File: config.mk
export PLATFORM = sky130hd
export DESIGN_NAME = div
export DESIGN_NICKNAME = d
export VERILOG_FILES = /design/src/rtl/div.sv
export SDC_FILE = /design/constraint.sdc
export NUM_CORES = 1
export LEC_CHECK = 0
export BUFFER_PORTS_ARGS = -buffer_cell sky130_fd_sc_hd__buf_2
export CORE_MARGIN = 1.5
export CORE_UTILIZATION = 62
export DETAILED_ROUTE_END_ITERATION = 10
export PLACE_DENSITY_LB_ADDON = 0.25
export SLEW_MARGIN = 30
export SYNTH_ARGS = -nofsm -noshare
export SYNTH_HDL_FRONTEND = slang
export SYNTH_SLANG_ARGS = --single-unit
export TNS_END_PERCENT = 50
File: constraint.sdc
create_clock -name clk -period 12.71 [get_ports clk]
set_input_delay 1.9065 -clock clk [delete_from_list [all_inputs] [get_ports clk]]
set_output_delay 1.9065 -clock clk [all_outputs]
set_load 0.01 [all_outputs]
File: src/rtl/div.sv
// rtl/div.sv - multi-cycle 32-bit restoring divider for DIV/DIVU
//
// Ports:
//   clk, rst        rising-edge clock, asynchronous active-high reset
//   signed_div_i    1 = signed divide, 0 = unsigned
//   opdata1_i       dividend (captured on the accepting edge only)
//   opdata2_i       divisor  (captured on the accepting edge only)
//   start_i         level request, held until the result is consumed
//   annul_i         abort an in-flight divide
//   result_o        {remainder, quotient}, valid while ready_o = 1
//   ready_o         result valid
//
// Build option: define DIV_SIGNED_EN for signed support. Without it every
// divide is unsigned and signed_div_i is ignored.
module div (
  input  logic        clk,
  input  logic        rst,
  input  logic        signed_div_i,
  input  logic [31:0] opdata1_i,
  input  logic [31:0] opdata2_i,
  input  logic        start_i,
  input  logic        annul_i,
  output logic [63:0] result_o,
  output logic        ready_o
);

  typedef enum logic [1:0] {FREE, BYZERO, ON, END} state_t;

  state_t      state, next_state;
  logic [5:0]  cnt;
  logic [63:0] work;       // {partial remainder, dividend/quotient bits}
  logic [31:0] divisor;
  logic        neg_q, neg_r;

  logic [31:0] mag1, mag2;
  logic        neg_q_in, neg_r_in;

`ifdef DIV_SIGNED_EN
  // Magnitudes of the operands; 0x80000000 negates to itself, which is
  // exactly its unsigned magnitude.
  always_comb begin
    neg_r_in = signed_div_i & opdata1_i[31];
    neg_q_in = signed_div_i & (opdata1_i[31] ^ opdata2_i[31]);
    mag1     = neg_r_in ? (~opdata1_i + 32'd1) : opdata1_i;
    mag2     = (signed_div_i & opdata2_i[31]) ? (~opdata2_i + 32'd1) : opdata2_i;
  end
`else
  logic unused_signed;
  assign unused_signed = signed_div_i;
  assign neg_r_in      = 1'b0;
  assign neg_q_in      = 1'b0;
  assign mag1          = opdata1_i;
  assign mag2          = opdata2_i;
`endif

  // One restoring step. The shifted-up partial remainder is 33 bits
  // (work[63:31]); when it is >= divisor the difference always fits in
  // 32 bits, so the low 32 bits of the subtraction are sufficient.
  logic        step_ge;
  logic [31:0] step_diff;
  logic [63:0] step_work;

  always_comb begin
    step_ge   = work[63:31] >= {1'b0, divisor};
    step_diff = work[62:31] - divisor;
    step_work = step_ge ? {step_diff, work[30:0], 1'b1} : {work[62:0], 1'b0};
  end

  logic [31:0] fix_quot, fix_rem;

  always_comb begin
    fix_quot = neg_q ? (~work[31:0] + 32'd1) : work[31:0];
    fix_rem  = neg_r ? (~work[63:32] + 32'd1) : work[63:32];
  end

  always_ff @(posedge clk or posedge rst) begin
    if (rst) begin
      state <= FREE;
    end else begin
      state <= next_state;
    end
  end

  // BYZERO stays two edges (cnt 0 then 1) so a zero divide reports on
  // edge 2 after acceptance.
  always_comb begin
    next_state = state;
    case (state)
      FREE: begin
        if (start_i && !annul_i) begin
          next_state = (opdata2_i == 32'd0) ? BYZERO : ON;
        end
      end
      BYZERO: begin
        if (annul_i) begin
          next_state = FREE;
        end else if (cnt != 6'd0) begin
          next_state = END;
        end
      end
      ON: begin
        if (annul_i) begin
          next_state = FREE;
        end else if (cnt == 6'd32) begin
          next_state = END;
        end
      end
      END: begin
        if (!start_i) begin
          next_state = FREE;
        end
      end
      default: next_state = FREE;
    endcase
  end

  always_ff @(posedge clk or posedge rst) begin
    if (rst) begin
      cnt      <= 6'd0;
      work     <= 64'd0;
      divisor  <= 32'd0;
      neg_q    <= 1'b0;
      neg_r    <= 1'b0;
      result_o <= 64'd0;
      ready_o  <= 1'b0;
    end else begin
      case (state)
        FREE: begin
          if (start_i && !annul_i) begin
            work    <= {32'd0, mag1};
            divisor <= mag2;
            neg_q   <= neg_q_in;
            neg_r   <= neg_r_in;
            cnt     <= 6'd0;
          end
        end
        BYZERO: begin
          if (!annul_i) begin
            cnt <= cnt + 6'd1;
            if (cnt != 6'd0) begin
              result_o <= 64'd0;
              ready_o  <= 1'b1;
            end
          end
        end
        ON: begin
          if (!annul_i) begin
            if (cnt != 6'd32) begin
              work <= step_work;
              cnt  <= cnt + 6'd1;
            end else begin
              result_o <= {fix_rem, fix_quot};
              ready_o  <= 1'b1;
            end
          end
        end
        END: begin
          if (!start_i) begin
            result_o <= 64'd0;
            ready_o  <= 1'b0;
          end
        end
        default: ;
      endcase
    end
  end

endmodule

==> results of run 1 <==
## worst max-delay path: cells and delay by family
| kind | cells | cell delay [ns] |
|---|---|---|
| buffers and inverters | 2 | 0.73 |
| AOI/OAI and AO/OA | 3 | 0.70 |
| and+or+nand+nor | 3 | 0.76 |
## flip-flops by register name, summed over array words and instances (netlist names)
register / count
result_o: 64
work: 64
divisor: 32
cnt: 6
state: 2
ready_o: 1
## worst paths after layout
| kind | from | end | cells after the start |
|---|---|---|---|
| min in group asynchronous | rst | result_o[3] | 2 |
| setup reg to reg | state[0] | result_o[12] | 8 |
| hold reg to reg | result_o[8] | result_o[8] | 2 |
| max in group asynchronous | rst | divisor[27] | 3 |
| hold / removal | result_o[8] | result_o[8] | 2 |
| setup / recovery | start_i | work[56] | 8 |
## layout by cell type, fill, tap and decap left out, drive strengths merged, types with 4 or more instances in the layout
master,instances
nor3b,4
clkinv,7
a31oi,34
mux2,32
nand2,211
mux2i,11
o31ai,10
o21bai,4
o21ai,107
nand2b,7
nand4,10
ha,40
dfrtp,169
buf,140
o21a,9
xnor2,18
o211ai,7
nand3,11
xor2,8
nor3,11
nor4,6
nor2b,8
a21o,16
a211oi,8
a211o,6
a21oi,47
nor2,69
clkbuf,17
inv,54
## area by class of cell
cell class	instances	share of cell area (%)
Clock buffer	17	4.11
Clock inverter	15	1.50
Inverter	46	1.74
Multi-Input combinational cell	732	42.7
Sequential cell	169	40.9
Tap cell	180	2.18
Timing Repair Buffer	140	6.96
## kinds of logic after synthesis
kind of cell | synth area share [%]
flip-flops | 46.9
buffers and inverters | 4.36
multiplexers | 5.22
AND/OR/NAND/NOR | 16.5
adder cells (fa/ha/maj) | 5.77
XOR/XNOR | 2.53
AO/OA/AOI/OAI | 18.7
## per-layer routing
layer / vias up / wire length [µm]
met5: - / 0
met2: 260 / 9530
met1: 3563 / 9470
li1: 3693 / -
met3: 27 / 1450
met4: 0 / 321
## power groups by stage
stage	clock (mW)	combinational [mW]	sequential, mW
after floorplan	0	1.16	0.878
after global placement	0	1.44	0.886
after detailed placement	0	1.47	0.898
after CTS	0.511	1.49	0.889
after global routing	0.536	1.68	0.920
final	0.504	1.50	0.892
==> flow_metrics.env, run 1 <==
export IMPL_number_of_antenna_violations_at_the_first_check_in_global_routing=0
export IMPL_area_sequential_um2=4230
export IMPL_drv_cap=0
export IMPL_post_synth_instance_area_um2=9020
export IMPL_avgRoutedWirePerCell_um=16.0
export IMPL_drt_drc_violations_left=0
export IMPL_cts_buffers_inserted=17
export IMPL_crit_top_cell="sky130_fd_sc_hd__nand2_1"
export IMPL_synth_seq_cells=169
export IMPL_grt_total_usage_pct=28.2
export IMPL_synth_largest_area_cell="sky130_fd_sc_hd__dfrtp_1"
export IMPL_post_synthesis_sequential_area_ratio_pct=46.9
export IMPL_final_fill_count=1071
export IMPL_tritoncts_num_sinks=169
export IMPL_report_final_slew_viol_count=0
export IMPL_floorplan_io_pins=134
export IMPL_worst_slew_pin_transition_ns=0.880
export IMPL_core_area_um2=14000
export IMPL_clkTransAtPathRegs_ns=0.07
export IMPL_post_place_ws_ns=8.63
export IMPL_power_share_combinational_pct=51.8
export IMPL_cell_internal_pwr_mw=1.58
export IMPL_cells_after_synthesis=999
export IMPL_routed_via_count=7543
export IMPL_postSynthAreaPerCell_um2=9.03
export IMPL_antenna_cells=0
export IMPL_ys_async_sr_fraction_pct=100
export IMPL_total_wire_length_um=20800
export IMPL_multi_input_comb_area_um2=4420
export IMPL_first_pass_grt_wire_length_um=33300
export IMPL_crit_path_cell_trace="buf_2, nor2b_1, a2111oi_4, buf_4, nand2_1, a21oi_1, o21ai_0, nand2_1"
export IMPL_place_detailed_hpwl_um=14400
export IMPL_share_seq_of_total_power_pct=30.8
export IMPL_die_width_um=124
export IMPL_floorplan_rows=43
export IMPL_drive_above_1_share_pct=19.5
export IMPL_placed_cells=1267
export IMPL_grt_util_met1_pct=41.2
export IMPL_postSynth_topFlopCell="sky130_fd_sc_hd__dfrtp_1"
export IMPL_grt_start_max_net_pins=110
export IMPL_synth_top_cell_area_share_pct=46.9
export IMPL_pwr_cell_area_nw_per_um2=280
export IMPL_gp_routability_congestion=0.938
export IMPL_grt_pass1_vias=6749
export IMPL_synthesis_nets=1109
export IMPL_grt_setup_unrepaired="no"
export IMPL_post_cts_buffers=0
export IMPL_core_utilization_of_the_finished_layout_pct=73.7
export IMPL_gr_usage_met2_pct=42.9
export IMPL_fin_skew_ns=0.0113
export IMPL_synth_enable_flop_cells=0
export IMPL_max_freq_ghz=0.265
export IMPL_power_leakage_nw=5.12
export IMPL_worst_slack_ns=8.94
export IMPL_final_min_clock_period_ns=3.77
export IMPL_critical_path_start_type="primary input"
export IMPL_stdcell_area_um2=10400
export IMPL_floorplan_die_height_um=124
export IMPL_met3_demand_to_capacity_share_in_global_routing_pct=6.14
export IMPL_die_area_um2=15300
export IMPL_critical_path_slowest_cell="sky130_fd_sc_hd__buf_4"
export IMPL_power_switching_mw=1.32
export IMPL_nets=1216
export IMPL_grt_busiest_layer="met2"
export IMPL_critical_path_max_stage_delay_ns=0.61
export IMPL_drtIter0Drc=726
export IMPL_areaGrowthSynthToFinish_pct=14.8
export IMPL_totalPowerFinal_mw=2.90
export IMPL_start_util_pct=64.2
export IMPL_timing_reg2reg_setup_slack_ns=9.35
export IMPL_antenna_violating_nets_post_route=0
export IMPL_setup_viol=0
export IMPL_sum_of_negative_setup_slack_ns=0
export IMPL_finalNonFillerCells=1299
export IMPL_vdd_ir_drop_worst_mv=0.163
export IMPL_number_of_input_and_output_port_buffers_inserted=132
export IMPL_worst_hold_path_type="flop to flop"
export IMPL_dr_pass1_iters=6
export IMPL_most_common_cell_in_the_netlist="sky130_fd_sc_hd__nand2_1"
export IMPL_run_status="finished clean"
export IMPL_cts_max_level=4
export IMPL_report_final_hold_viol_count=0
export IMPL_worst_skew_pair_late_latency_ns=0.43
export IMPL_arrival_time_worst_endpoint_ns=4.14
export IMPL_swShare_pct=45.4
export IMPL_critical_path_peak_fanout=73
export IMPL_worstSetupPathType="primary input to flop"
export IMPL_worstPathRequired_ns=13.08
export IMPL_tritoncts_clock_tree="yes"
export IMPL_post_synth_main_area_contributors="sky130_fd_sc_hd__dfrtp_1 (47%), sky130_fd_sc_hd__nand2_1 (8.8%), sky130_fd_sc_hd__o21ai_0 (5.7%)"
export IMPL_post_dp_cell_area_um2=9770
export IMPL_yosysWarningCount=0
export IMPL_hold_slack_ns=0.475
export IMPL_clock_tree_root_cell="sky130_fd_sc_hd__clkbuf_16"
export IMPL_cts_resized=0
export IMPL_globalRouteOverflowTotal=0
export IMPL_synth_top_cells_by_count="sky130_fd_sc_hd__nand2_1 (211), sky130_fd_sc_hd__dfrtp_1 (169), sky130_fd_sc_hd__o21ai_0 (102), sky130_fd_sc_hd__nor2_1 (69), sky130_fd_sc_hd__a21oi_1 (47)"
export IMPL_clockPowerShare_pct=17.4
export IMPL_post_synth_num_cell_types=59
export IMPL_post_cts_hold_buffer_count=0
export IMPL_timing_final_crit_share_pct=29.6
export IMPL_timing_max_slew_rel_slack_pct=41.4
export IMPL_timing_critical_path_to_type="flop"
export IMPL_ctsLongestPathBuffers=2
export IMPL_routed_vias_inst=5.81
No activity file was read; power rests on OpenSTA's default activity.
==> run 2, diff against run 1 <==
--- a/config.mk
+++ b/config.mk
@@ -7,7 +7,7 @@
 export LEC_CHECK = 0
 export BUFFER_PORTS_ARGS = -buffer_cell sky130_fd_sc_hd__buf_2
 export CORE_MARGIN = 1.5
-export CORE_UTILIZATION = 62
+export CORE_UTILIZATION = 52
 export DETAILED_ROUTE_END_ITERATION = 10
 export PLACE_DENSITY_LB_ADDON = 0.25
 export SLEW_MARGIN = 30
==> constraint.sdc (replaced) <==
create_clock -name clk -period 3.3 [get_ports clk]
set_input_delay 0.495 -clock clk [delete_from_list [all_inputs] [get_ports clk]]
set_output_delay 0.495 -clock clk [all_outputs]
set_load 0.01 [all_outputs]
==> flow_metrics.env, run 2 (synthesis gave the netlist of run 1 again) <==
export IMPL_die_area_um2=18100
export IMPL_nets=1225
export IMPL_grt_setup_unrepaired="no"
export IMPL_floorplan_die_height_um=135
export IMPL_final_fill_count=1454
export IMPL_top_regs="result_o: 64 flops, work: 64 flops, divisor: 32 flops"
export IMPL_core_area_um2=16800
export IMPL_sum_of_negative_setup_slack_ns=0
export IMPL_ctsLongestPathBuffers=2
export IMPL_place_detailed_hpwl_um=15300
export IMPL_power_leakage_nw=5.16
export IMPL_final_min_clock_period_ns=2.94
export IMPL_timing_max_slew_rel_slack_pct=44.7
export IMPL_worst_slack_ns=0.358
export IMPL_tritoncts_clock_tree="yes"
export IMPL_route_met3_wl_um=1400
export IMPL_floorplan_io_pins=134
export IMPL_critical_path_peak_fanout=17
export IMPL_antenna_cells=0
export IMPL_max_freq_ghz=0.340
export IMPL_run_status="finished clean"
export IMPL_grt_total_usage_pct=24.6
export IMPL_drtIter0Drc=389
export IMPL_avgRoutedWirePerCell_um=15.8
export IMPL_gp_routability_congestion=0.901
export IMPL_top_signal_layer_used="met4"
export IMPL_post_cts_buffers=0
export IMPL_critical_path_start_type="flop"
export IMPL_setup_viol=0
export IMPL_hold_slack_ns=0.301
export IMPL_antenna_violating_nets_post_route=0
export IMPL_met2_length_um=9460
export IMPL_grt_start_max_net_pins=73
export IMPL_clkTransAtPathRegs_ns=0.07
export IMPL_cts_resized=0
export IMPL_worstPathRequired_ns=3.60
export IMPL_vdd_ir_drop_worst_mv=0.494
export IMPL_layout_cells_most_common="sky130_fd_sc_hd__nand2_1"
export IMPL_globalRouteOverflowTotal=0
export IMPL_totalPowerFinal_mw=11.3
export IMPL_fin_skew_ns=0.0123
export IMPL_worst_slew_pin_transition_ns=0.829
export IMPL_core_utilization_of_the_finished_layout_pct=62.7
export IMPL_number_of_antenna_violations_at_the_first_check_in_global_routing=0
export IMPL_worst_hold_path_type="primary input to flop"
export IMPL_first_pass_grt_wire_length_um=35500
export IMPL_floorplan_rows=47
export IMPL_drt_drc_violations_left=0
export IMPL_report_final_slew_viol_count=0
export IMPL_cts_max_level=4
export IMPL_routed_via_count=7496
export IMPL_dr_pass1_iters=5
export IMPL_mostFrequentLayoutCells="sky130_fd_sc_hd__nand2_1 (211), sky130_fd_sc_hd__dfrtp_1 (169), sky130_fd_sc_hd__buf_2 (132)"
export IMPL_clock_tree_root_cell="sky130_fd_sc_hd__clkbuf_16"
export IMPL_cts_buffers_inserted=17
export IMPL_drive_above_1_share_pct=20.0
export IMPL_post_place_ws_ns=0.384
export IMPL_arrival_time_worst_endpoint_ns=3.25
export IMPL_routed_vias_inst=5.56
export IMPL_timing_critical_path_to_type="flop"
export IMPL_worst_skew_pair_late_latency_ns=0.43
export IMPL_start_util_pct=53.8
export IMPL_total_wire_length_um=21300
export IMPL_wl_met1_um=10100
export IMPL_timing_final_crit_share_pct=89.1
export IMPL_tritoncts_num_sinks=169
export IMPL_areaGrowthSynthToFinish_pct=16.6
export IMPL_multi_input_comb_area_um2=4420
export IMPL_number_of_input_and_output_port_buffers_inserted=132
export IMPL_post_cts_hold_buffer_count=1
export IMPL_area_sequential_um2=4230
export IMPL_worstSetupPathType="flop to flop"
export IMPL_report_final_hold_viol_count=0
export IMPL_pwr_cell_area_nw_per_um2=1080
export IMPL_die_width_um=135
export IMPL_drv_cap=0
export IMPL_grt_pass1_vias=6972
## run 2: changes by cell type in the layout (fill, tap and decap cells not counted)
cell                            delta
sky130_fd_sc_hd__buf_12            +4
sky130_fd_sc_hd__buf_4             +4
sky130_fd_sc_hd__clkinv_4          -4
sky130_fd_sc_hd__clkinvlp_4        +3
sky130_fd_sc_hd__dlygate4sd3_1     +1
sky130_fd_sc_hd__inv_6             +3
sky130_fd_sc_hd__inv_8             -2
## run 2: worst paths after layout
kind	end	slack (ns)	cells past startpoint	from
setup / recovery	work[59]	0.36	10	work[57]
hold / removal	divisor[25]	0.30	2	opdata2_i[25]
setup reg to reg	work[59]	0.36	10	work[57]
hold reg to reg	result_o[24]	0.47	2	result_o[24]
max in group asynchronous	divisor[23]	1.80	4	rst
min in group asynchronous	result_o[3]	0.49	3	rst
## run 2: per-stage QoR
step,instance area (µm²),instances
after floorplan,9020,999
after global placement,9930,1315
after detailed placement,9930,1315
after CTS,10500,1348
after global routing,10500,1348
final,10500,1348
## run 2: final cells by class
type                    instances  area share, %
multi-input cells             732           42.0
flip-flops and latches        169           40.2
repair buffers                149           8.00
clock buffers                  17           4.05
well taps                     220           2.62
inverters                      46           1.68
clock inverters                15           1.43
## run 2: worst max-delay path, cell delays in order, from the launching register on
cell	delay [ns]
sky130_fd_sc_hd__dfrtp_1	0.45
sky130_fd_sc_hd__ha_1	0.42
sky130_fd_sc_hd__a21o_1	0.21
sky130_fd_sc_hd__a21o_1	0.18
sky130_fd_sc_hd__a211o_1	0.32
sky130_fd_sc_hd__o211ai_2	0.22
sky130_fd_sc_hd__nand4_1	0.16
sky130_fd_sc_hd__o21ai_4	0.19
sky130_fd_sc_hd__buf_4	0.25
sky130_fd_sc_hd__nand2b_1	0.26
sky130_fd_sc_hd__o211ai_1	0.14
## run 2: power breakdown
part / leakage (nW) / internal, mW / switching (mW)
registers: 2.17 / 2.86 / 0.566
logic: 2.72 / 2.36 / 3.59
clock network: 0.279 / 1.01 / 0.935
## run 2: per-layer routing
layer	track usage (%)	vias to the layer above
met5	0	-
met1	36.2	3511
met2	37.2	244
met3	5.03	26
li1	-	3715
met4	6.51	0
